File: src/rtl/mutation_pe_if.sv
// Handshake and control bundle between the mating PE, the mutation PE and write-back.
interface mutation_pe_if #(
  parameter int WORD_SIZE   = 32,
  parameter int GENOME_SIZE = 32
);
  logic                   ctrl_load;
  logic [WORD_SIZE-1:0]   ctrl_bus;
  logic                   in_valid;
  logic                   in_ready;
  logic [GENOME_SIZE-1:0] in_genome;
  logic                   out_valid;
  logic                   out_ready;
  logic [GENOME_SIZE-1:0] out_genome;
  logic [15:0]            mut_count;

  // Upstream / downstream side driving the PE.
  modport master (
    output ctrl_load, ctrl_bus, in_valid, in_genome, out_ready,
    input  in_ready, out_valid, out_genome, mut_count
  );

  // The mutation PE itself.
  modport slave (
    input  ctrl_load, ctrl_bus, in_valid, in_genome, out_ready,
    output in_ready, out_valid, out_genome, mut_count
  );
endinterface

File: src/rtl/mutation_pe.sv
// Mutation PE: captures each child genome with an LFSR sample, perturbs or
// replaces its signed link weight [7:0], and queues the result in a small
// first-word-fall-through FIFO. All-zero end markers pass through untouched
// and do not advance the LFSR, so a given genome stream mutates reproducibly.
module mutation_pe #(
  parameter int          WORD_SIZE   = 32,
  parameter int          GENOME_SIZE = 32,
  parameter int          FIFO_DEPTH  = 4,
  parameter logic [15:0] LFSR_SEED   = 16'hACE1
) (
  input logic          clk,
  input logic          rst,
  mutation_pe_if.slave pe
);

  localparam int PTR_W = (FIFO_DEPTH > 1) ? $clog2(FIFO_DEPTH) : 1;
  localparam int CNT_W = PTR_W + 1;

  // 16-bit Fibonacci LFSR step, taps 15/13/12/10.
  function automatic logic [15:0] lfsr_next(input logic [15:0] l);
    return {l[14:0], l[15] ^ l[13] ^ l[12] ^ l[10]};
  endfunction

  // Signed 8-bit add clamped to [-128, +127].
  function automatic logic [7:0] sat_add8(input logic [7:0] a, input logic [7:0] b);
    logic [8:0] sum;
    sum = {a[7], a} + {b[7], b};
    if (sum[8] != sum[7]) begin
      return sum[8] ? 8'h80 : 8'h7F;
    end else begin
      return sum[7:0];
    end
  endfunction

  logic [7:0]             thr_r;
  logic [3:0]             shift_r;
  logic                   mode_r;
  logic [15:0]            lfsr_r;
  logic                   s1_valid_r;
  logic [GENOME_SIZE-1:0] s1_genome_r;
  logic [15:0]            s1_rand_r;
  logic [GENOME_SIZE-1:0] fifo_mem_r [FIFO_DEPTH];
  logic [PTR_W-1:0]       wr_ptr_r;
  logic [PTR_W-1:0]       rd_ptr_r;
  logic [CNT_W-1:0]       count_r;
  logic [15:0]            mut_count_r;

  logic                   in_ready_s;
  logic                   accept_s;
  logic                   push_s;
  logic                   pop_s;
  logic                   mutate_s;
  logic [7:0]             delta_s;
  logic [GENOME_SIZE-1:0] result_s;
  logic [15:0]            load_seed_s;
  logic                   ctrl_unused_s;

  // Room is reserved for the genome still in stage 1, so stage 1 can always drain.
  assign in_ready_s    = rst && !pe.ctrl_load &&
                         ((count_r + CNT_W'(s1_valid_r)) < CNT_W'(FIFO_DEPTH));
  assign accept_s      = pe.in_valid && in_ready_s;
  assign push_s        = s1_valid_r;
  assign pop_s         = (count_r != CNT_W'(0)) && pe.out_ready;
  assign load_seed_s   = pe.ctrl_bus[31:16];
  assign ctrl_unused_s = ^pe.ctrl_bus[15:13];

  assign pe.in_ready   = in_ready_s;
  assign pe.out_valid  = (count_r != CNT_W'(0));
  assign pe.out_genome = fifo_mem_r[rd_ptr_r];
  assign pe.mut_count  = mut_count_r;

  // Mutation decision and rewritten weight for the genome sitting in stage 1.
  always_comb begin
    mutate_s = 1'b0;
    delta_s  = 8'h00;
    result_s = s1_genome_r;
    if (s1_genome_r != '0) begin
      mutate_s = (thr_r == 8'hFF) || (s1_rand_r[7:0] < thr_r);
    end else begin
      mutate_s = 1'b0;
    end
    delta_s = $signed(s1_rand_r[15:8]) >>> shift_r;
    if (mutate_s) begin
      if (mode_r) begin
        result_s[7:0] = s1_rand_r[15:8];
      end else begin
        result_s[7:0] = sat_add8(s1_genome_r[7:0], delta_s);
      end
    end else begin
      result_s = s1_genome_r;
    end
  end

  // Control registers and LFSR: reload on ctrl_load, step once per accepted non-marker.
  always_ff @(posedge clk or negedge rst) begin
    if (!rst) begin
      thr_r   <= 8'h00;
      shift_r <= 4'h0;
      mode_r  <= 1'b0;
      lfsr_r  <= LFSR_SEED;
    end else if (pe.ctrl_load) begin
      thr_r   <= pe.ctrl_bus[7:0];
      shift_r <= pe.ctrl_bus[11:8];
      mode_r  <= pe.ctrl_bus[12];
      lfsr_r  <= (load_seed_s == 16'h0000) ? LFSR_SEED : load_seed_s;
    end else if (accept_s && (pe.in_genome != '0)) begin
      lfsr_r  <= lfsr_next(lfsr_r);
    end else begin
      lfsr_r  <= lfsr_r;
    end
  end

  // Stage 1: hold the accepted genome with the LFSR value it will be mutated by.
  always_ff @(posedge clk or negedge rst) begin
    if (!rst) begin
      s1_valid_r  <= 1'b0;
      s1_genome_r <= '0;
      s1_rand_r   <= 16'h0000;
    end else begin
      s1_valid_r <= accept_s;
      if (accept_s) begin
        s1_genome_r <= pe.in_genome;
        s1_rand_r   <= lfsr_r;
      end else begin
        s1_genome_r <= s1_genome_r;
      end
    end
  end

  // Output FIFO: stage-1 result pushed at the tail, head popped by the consumer.
  always_ff @(posedge clk or negedge rst) begin
    if (!rst) begin
      for (int i = 0; i < FIFO_DEPTH; i++) begin
        fifo_mem_r[i] <= '0;
      end
      wr_ptr_r <= '0;
      rd_ptr_r <= '0;
      count_r  <= '0;
    end else begin
      if (push_s) begin
        fifo_mem_r[wr_ptr_r] <= result_s;
        wr_ptr_r             <= wr_ptr_r + PTR_W'(1);
      end else begin
        wr_ptr_r <= wr_ptr_r;
      end
      if (pop_s) begin
        rd_ptr_r <= rd_ptr_r + PTR_W'(1);
      end else begin
        rd_ptr_r <= rd_ptr_r;
      end
      case ({push_s, pop_s})
        2'b10:   count_r <= count_r + CNT_W'(1);
        2'b01:   count_r <= count_r - CNT_W'(1);
        default: count_r <= count_r;
      endcase
    end
  end

  // Saturating count of genomes whose weight was actually mutated.
  always_ff @(posedge clk or negedge rst) begin
    if (!rst) begin
      mut_count_r <= 16'h0000;
    end else if (push_s && mutate_s && (mut_count_r != 16'hFFFF)) begin
      mut_count_r <= mut_count_r + 16'h0001;
    end else begin
      mut_count_r <= mut_count_r;
    end
  end

endmodule

File: src/flat_wrapper.sv
// flat-port wrapper written by rule: the top's interface ports become plain ports
module mutation_pe_flat 
#(
  parameter int          WORD_SIZE   = 32,
  parameter int          GENOME_SIZE = 32,
  parameter int          FIFO_DEPTH  = 4,
  parameter logic [15:0] LFSR_SEED   = 16'hACE1
)
  (clk, rst, pe_ctrl_load, pe_ctrl_bus, pe_in_valid, pe_in_genome, pe_out_ready, pe_in_ready, pe_out_valid, pe_out_genome, pe_mut_count);
  mutation_pe_if #(.WORD_SIZE(WORD_SIZE), .GENOME_SIZE(GENOME_SIZE)) pe_i ();
  input logic clk;
  input logic rst;
  input wire logic [$bits(pe_i.ctrl_load)-1:0] pe_ctrl_load;
  input wire logic [$bits(pe_i.ctrl_bus)-1:0] pe_ctrl_bus;
  input wire logic [$bits(pe_i.in_valid)-1:0] pe_in_valid;
  input wire logic [$bits(pe_i.in_genome)-1:0] pe_in_genome;
  input wire logic [$bits(pe_i.out_ready)-1:0] pe_out_ready;
  output wire logic [$bits(pe_i.in_ready)-1:0] pe_in_ready;
  output wire logic [$bits(pe_i.out_valid)-1:0] pe_out_valid;
  output wire logic [$bits(pe_i.out_genome)-1:0] pe_out_genome;
  output wire logic [$bits(pe_i.mut_count)-1:0] pe_mut_count;
  assign pe_i.ctrl_load = pe_ctrl_load;
  assign pe_i.ctrl_bus = pe_ctrl_bus;
  assign pe_i.in_valid = pe_in_valid;
  assign pe_i.in_genome = pe_in_genome;
  assign pe_i.out_ready = pe_out_ready;
  assign pe_in_ready = pe_i.in_ready;
  assign pe_out_valid = pe_i.out_valid;
  assign pe_out_genome = pe_i.out_genome;
  assign pe_mut_count = pe_i.mut_count;
  mutation_pe #(.WORD_SIZE(WORD_SIZE), .GENOME_SIZE(GENOME_SIZE), .FIFO_DEPTH(FIFO_DEPTH), .LFSR_SEED(LFSR_SEED)) u_core (.clk(clk), .rst(rst), .pe(pe_i));
endmodule
File: config.mk
export PLATFORM = sky130hd
export DESIGN_NAME = mutation_pe_flat
export DESIGN_NICKNAME = d
export VERILOG_FILES = /design/src/rtl/mutation_pe_if.sv /design/src/rtl/mutation_pe.sv /design/src/flat_wrapper.sv
export SDC_FILE = /design/constraint.sdc
export NUM_CORES = 1
export LEC_CHECK = 0
export ABC_AREA = 1
export CAP_MARGIN = 20
export CORE_MARGIN = 5
export CORE_UTILIZATION = 52
export DETAILED_ROUTE_END_ITERATION = 10
export GPL_TIMING_DRIVEN = 0
export PLACE_DENSITY = 0.77
export SYNTH_ARGS = -nofsm -noshare
export SYNTH_HDL_FRONTEND = slang
export SYNTH_SLANG_ARGS = --single-unit
File: constraint.sdc
create_clock -name clk -period 2.65 [get_ports clk]
set_input_delay 0.53 -clock clk [delete_from_list [all_inputs] [get_ports clk]]
set_output_delay 0.53 -clock clk [all_outputs]
set_load 0.1 [all_outputs]
==> flow_summary.ini <==
[outcome]
status = complete, but fails checks
violations = setup timing

[yosys]
ys_async_sr_fraction_pct = 100
synth_cell_type_count = 47
synth_area_leaders = dfrtp_1, nand2_1, o21ai_0
synth_mux_area_share_pct = 0.0893
synthCells = 1395
synth_top_family_by_area = simple AND/OR/NAND/NOR gates
yosysSeqAreaShare_pct = 51.2
synth_edf_count = 0
syn_area_um2 = 11200
synth_compound_area_share_pct = 15.3
synth.cells.most_frequent = nand2_1, o21ai_0, dfrtp_1
syn_nets = 1487
ys_warn_count = 0
netlist.area_leader.share_pct = 49.3
synth_fa_ha_area_share_pct = 2.70
synth-xor-area-share_pct = 1.72
yosys.area_share.simple_pct = 22.2
yosysMostFrequentCell = nand2_1
yosys.area.top_type = dfrtp_1
avgSynthCellArea_um2 = 8.04
synth_flop_cell = dfrtp_1
synth-seq-cells = 229

[final_layout]
n_antenna_cell = 0
instances_no_fill = 1849
syn_to_final_growth_pct = 27.7
nNetsFinal = 1648
drive_gt1_share_pct = 14.4
multi_input_area_um2 = 5030
n_fill_cell = 1697
regArea_um2 = 5740

[worst_hold_path]
hold_class = in2async

[sta]
setup_ws_ps = -116
fmax_mhz = 362
worstMarginPinSlew_ps = 982
fin_skew_ps = 15.2
hold_viol = 0
final-setup-viol-count = 32
rsz0062_at_grt = true
layout_min_cycle_time_ps = 2770
final_max_slew_viol_count = 0
min_period_over_period_pct = 104
slew_headroom_pct = 34.4

[route]
vias_per_cell = 5.49
drt_iter0_drc = 728
drc = 0
vias = 10200
drtAntennaViolNets = 0
drt-total-wl_um = 31400
wl_per_cell_um = 17.0
drt_pass1_iterations = 5

[floorplanning]
dieArea_um2 = 24600
pin_count = 119
die_h_um = 157
placementRows = 53
initial_core_util_pct = 53.0
chipWidth_um = 157
core-area_um2 = 21200

[clock_network]
root_buffer = clkbuf_16
clk_pin_slew_ps = 60
clk_latency_ps = 520
cts_tree = yes
cts_sinks = 229
cts_max_level = 1
cts_buffer_depth = 3
cts_buffers = 25

[run]
cap_violations = 0

[pwr]
pwr-share-comb_pct = 55.9
power.share.clock_pct = 16.6
ir_drop_uv = 855
powerDensity_nw_per_um2 = 1410
switching_share_pct = 49.3
power_switching_mw = 9.92
p_seq_share_pct = 27.5
p_int_mw = 10.2
power.leakage_nw = 6.84

[place]
pre_cts_slack_ps = -1370
dp_hpwl_um = 21800
numPortBuffers = 114
gp_congestion = 0.938
dp.cells = 1786

[critical_path]
critPathKind = reg2reg
rr_worst_depth = 21
cp_max_fo = 7
worstSetupEndpointType = flip-flop
worstPathRequired_ps = 3040
worst_ep_arrival_time_ps = 3160
cp-start-kind = flip-flop

[global_routing]
grt_pass1_wl_um = 51500
grt_pass1_vias = 10100
grt_max_degree = 54
overflow = 0
grt_usage_pct = 25.9
antenna_found_initial = 0
==> path summary, 6_finish.rpt <==
check                                            from                      to  slack (ps)
worst max-delay path                u_core.shift_r[0]  u_core.fifo_mem_r[103]        -120
max in group asynchronous                         rst  u_core.s1_genome_r[20]        1130
worst max register to register      u_core.shift_r[0]  u_core.fifo_mem_r[103]        -120
worst min-delay path                              rst   u_core.fifo_mem_r[79]         110
worst min register to register  u_core.fifo_mem_r[36]   u_core.fifo_mem_r[36]         470
min in group clk                         pe_ctrl_load        u_core.lfsr_r[1]         460
==> area by class of cell <==
cell class,instances,area share (%)
clock buffers,41,5.14
clock inverters,4,0.332
repair buffers,135,11.0
plain buffers,68,2.73
inverters,117,3.15
flip-flops and latches,229,40.1
well taps,275,2.40
multi-input cells,980,35.1
==> flip-flops by register name, indices dropped and copies added, names as in the netlist <==
signal / flops
u_core.thr_r: 8
u_core.s1_genome_r: 32
u_core.fifo_mem_r: 128
u_core.lfsr_r: 16
u_core.wr_ptr_r: 2
u_core.pe.mut_count: 16
u_core.s1_rand_r: 16
u_core.count_r: 3
u_core.shift_r: 4
u_core.rd_ptr_r: 2
u_core.mode_r: 1
u_core.push_s: 1
==> per-layer routing <==
| metal | part of all wire, % | global-route usage (%) |
|---|---|---|
| met1 | 43 | 35.3 |
| met2 | 48 | 43.0 |
| met3 | 6.5 | 4.04 |
| met4 | 2.6 | 7.44 |
| met5 | 0 | 0 |
==> through the flow <==
| step | hold slack (ps) | power [mW] | utilization [%] | cell area, µm² | TNS (ps) |
|---|---|---|---|---|---|
| floorplan | 234 | 13.1 | - | 11400 | 0 |
| global placement | 457 | 15.4 | 61.0 | 12900 | -2482520 |
| detailed placement | 461 | 15.7 | 61.3 | 13000 | -64070 |
| CTS | 107 | 19.7 | 66.9 | 14100 | -497 |
| global route | 122 | 21.3 | 67.7 | 14300 | -8740 |
| finish | 110 | 20.1 | 67.7 | 14300 | -2440 |
==> power by group through the flow <==
stage	registers (mW)	logic, mW	clock network [mW]
2_1_floorplan	5.51	7.59	0
3_3_place_gp	5.51	9.94	0
3_5_place_dp	5.54	10.1	0
4_1_cts	5.50	10.8	3.38
5_1_grt	5.68	12.1	3.52
6_report	5.55	11.2	3.34
==> cells by family after synthesis <==
kind of cell	after synthesis
fa+ha+maj	23
compound gates	323
xor+xnor	22
simple gates	611
flops	229
mux	1
buf+inv	186
==> placed cells by master (no fill, tap or decap), types with 4 or more instances in the layout <==
cell type	n
inv_1	100
xor2_1	15
dfrtp_1	221
nand4_1	8
buf_4	15
clkdlybuf4s50_1	72
nor2_1	115
o211ai_1	8
clkbuf_8	7
nand2_2	16
o21ai_0	244
nor3_1	10
clkbuf_2	9
o21ai_1	13
inv_2	13
xnor2_1	7
nand3_2	7
o21ai_2	9
dlygate4sd2_1	4
buf_6	27
nor4_1	8
clkbuf_1	43
buf_16	5
nand3_1	32
clkbuf_16	25
buf_12	10
o22ai_2	32
buf_2	12
dfstp_2	8
dlymetal6s2s_1	4
a21oi_1	9
nand2_1	396
nand2_4	5
ha_1	20
==> what timing repair did <==
action	CTS	global route
hold buffers	5	0
pin swaps	16	18
buffers inserted	5	6
endpoints found under the setup margin	104	66
gates resized for setup	295	55
gates cloned	2	1
endpoints found under the hold margin	56	0
==> worst max-delay path, cell delays in order, from the launching register on <==
cell and delay (ps):
dfrtp_1 390, buf_6 150, buf_6 120, mux2i_1 120, nand2_1 70, nand3_1 70, o211ai_1 120, ha_2 230
inv_2 40, fa_2 340, inv_2 50, nand2_1 40, nand2_1 70, nand4_1 130, nand2_2 120, nand2_4 80
buf_6 120, buf_6 100, nand2_4 50, nand3_4 90, nand3_1 80, nand2_1 60
No activity file was read; power rests on OpenSTA's default activity.
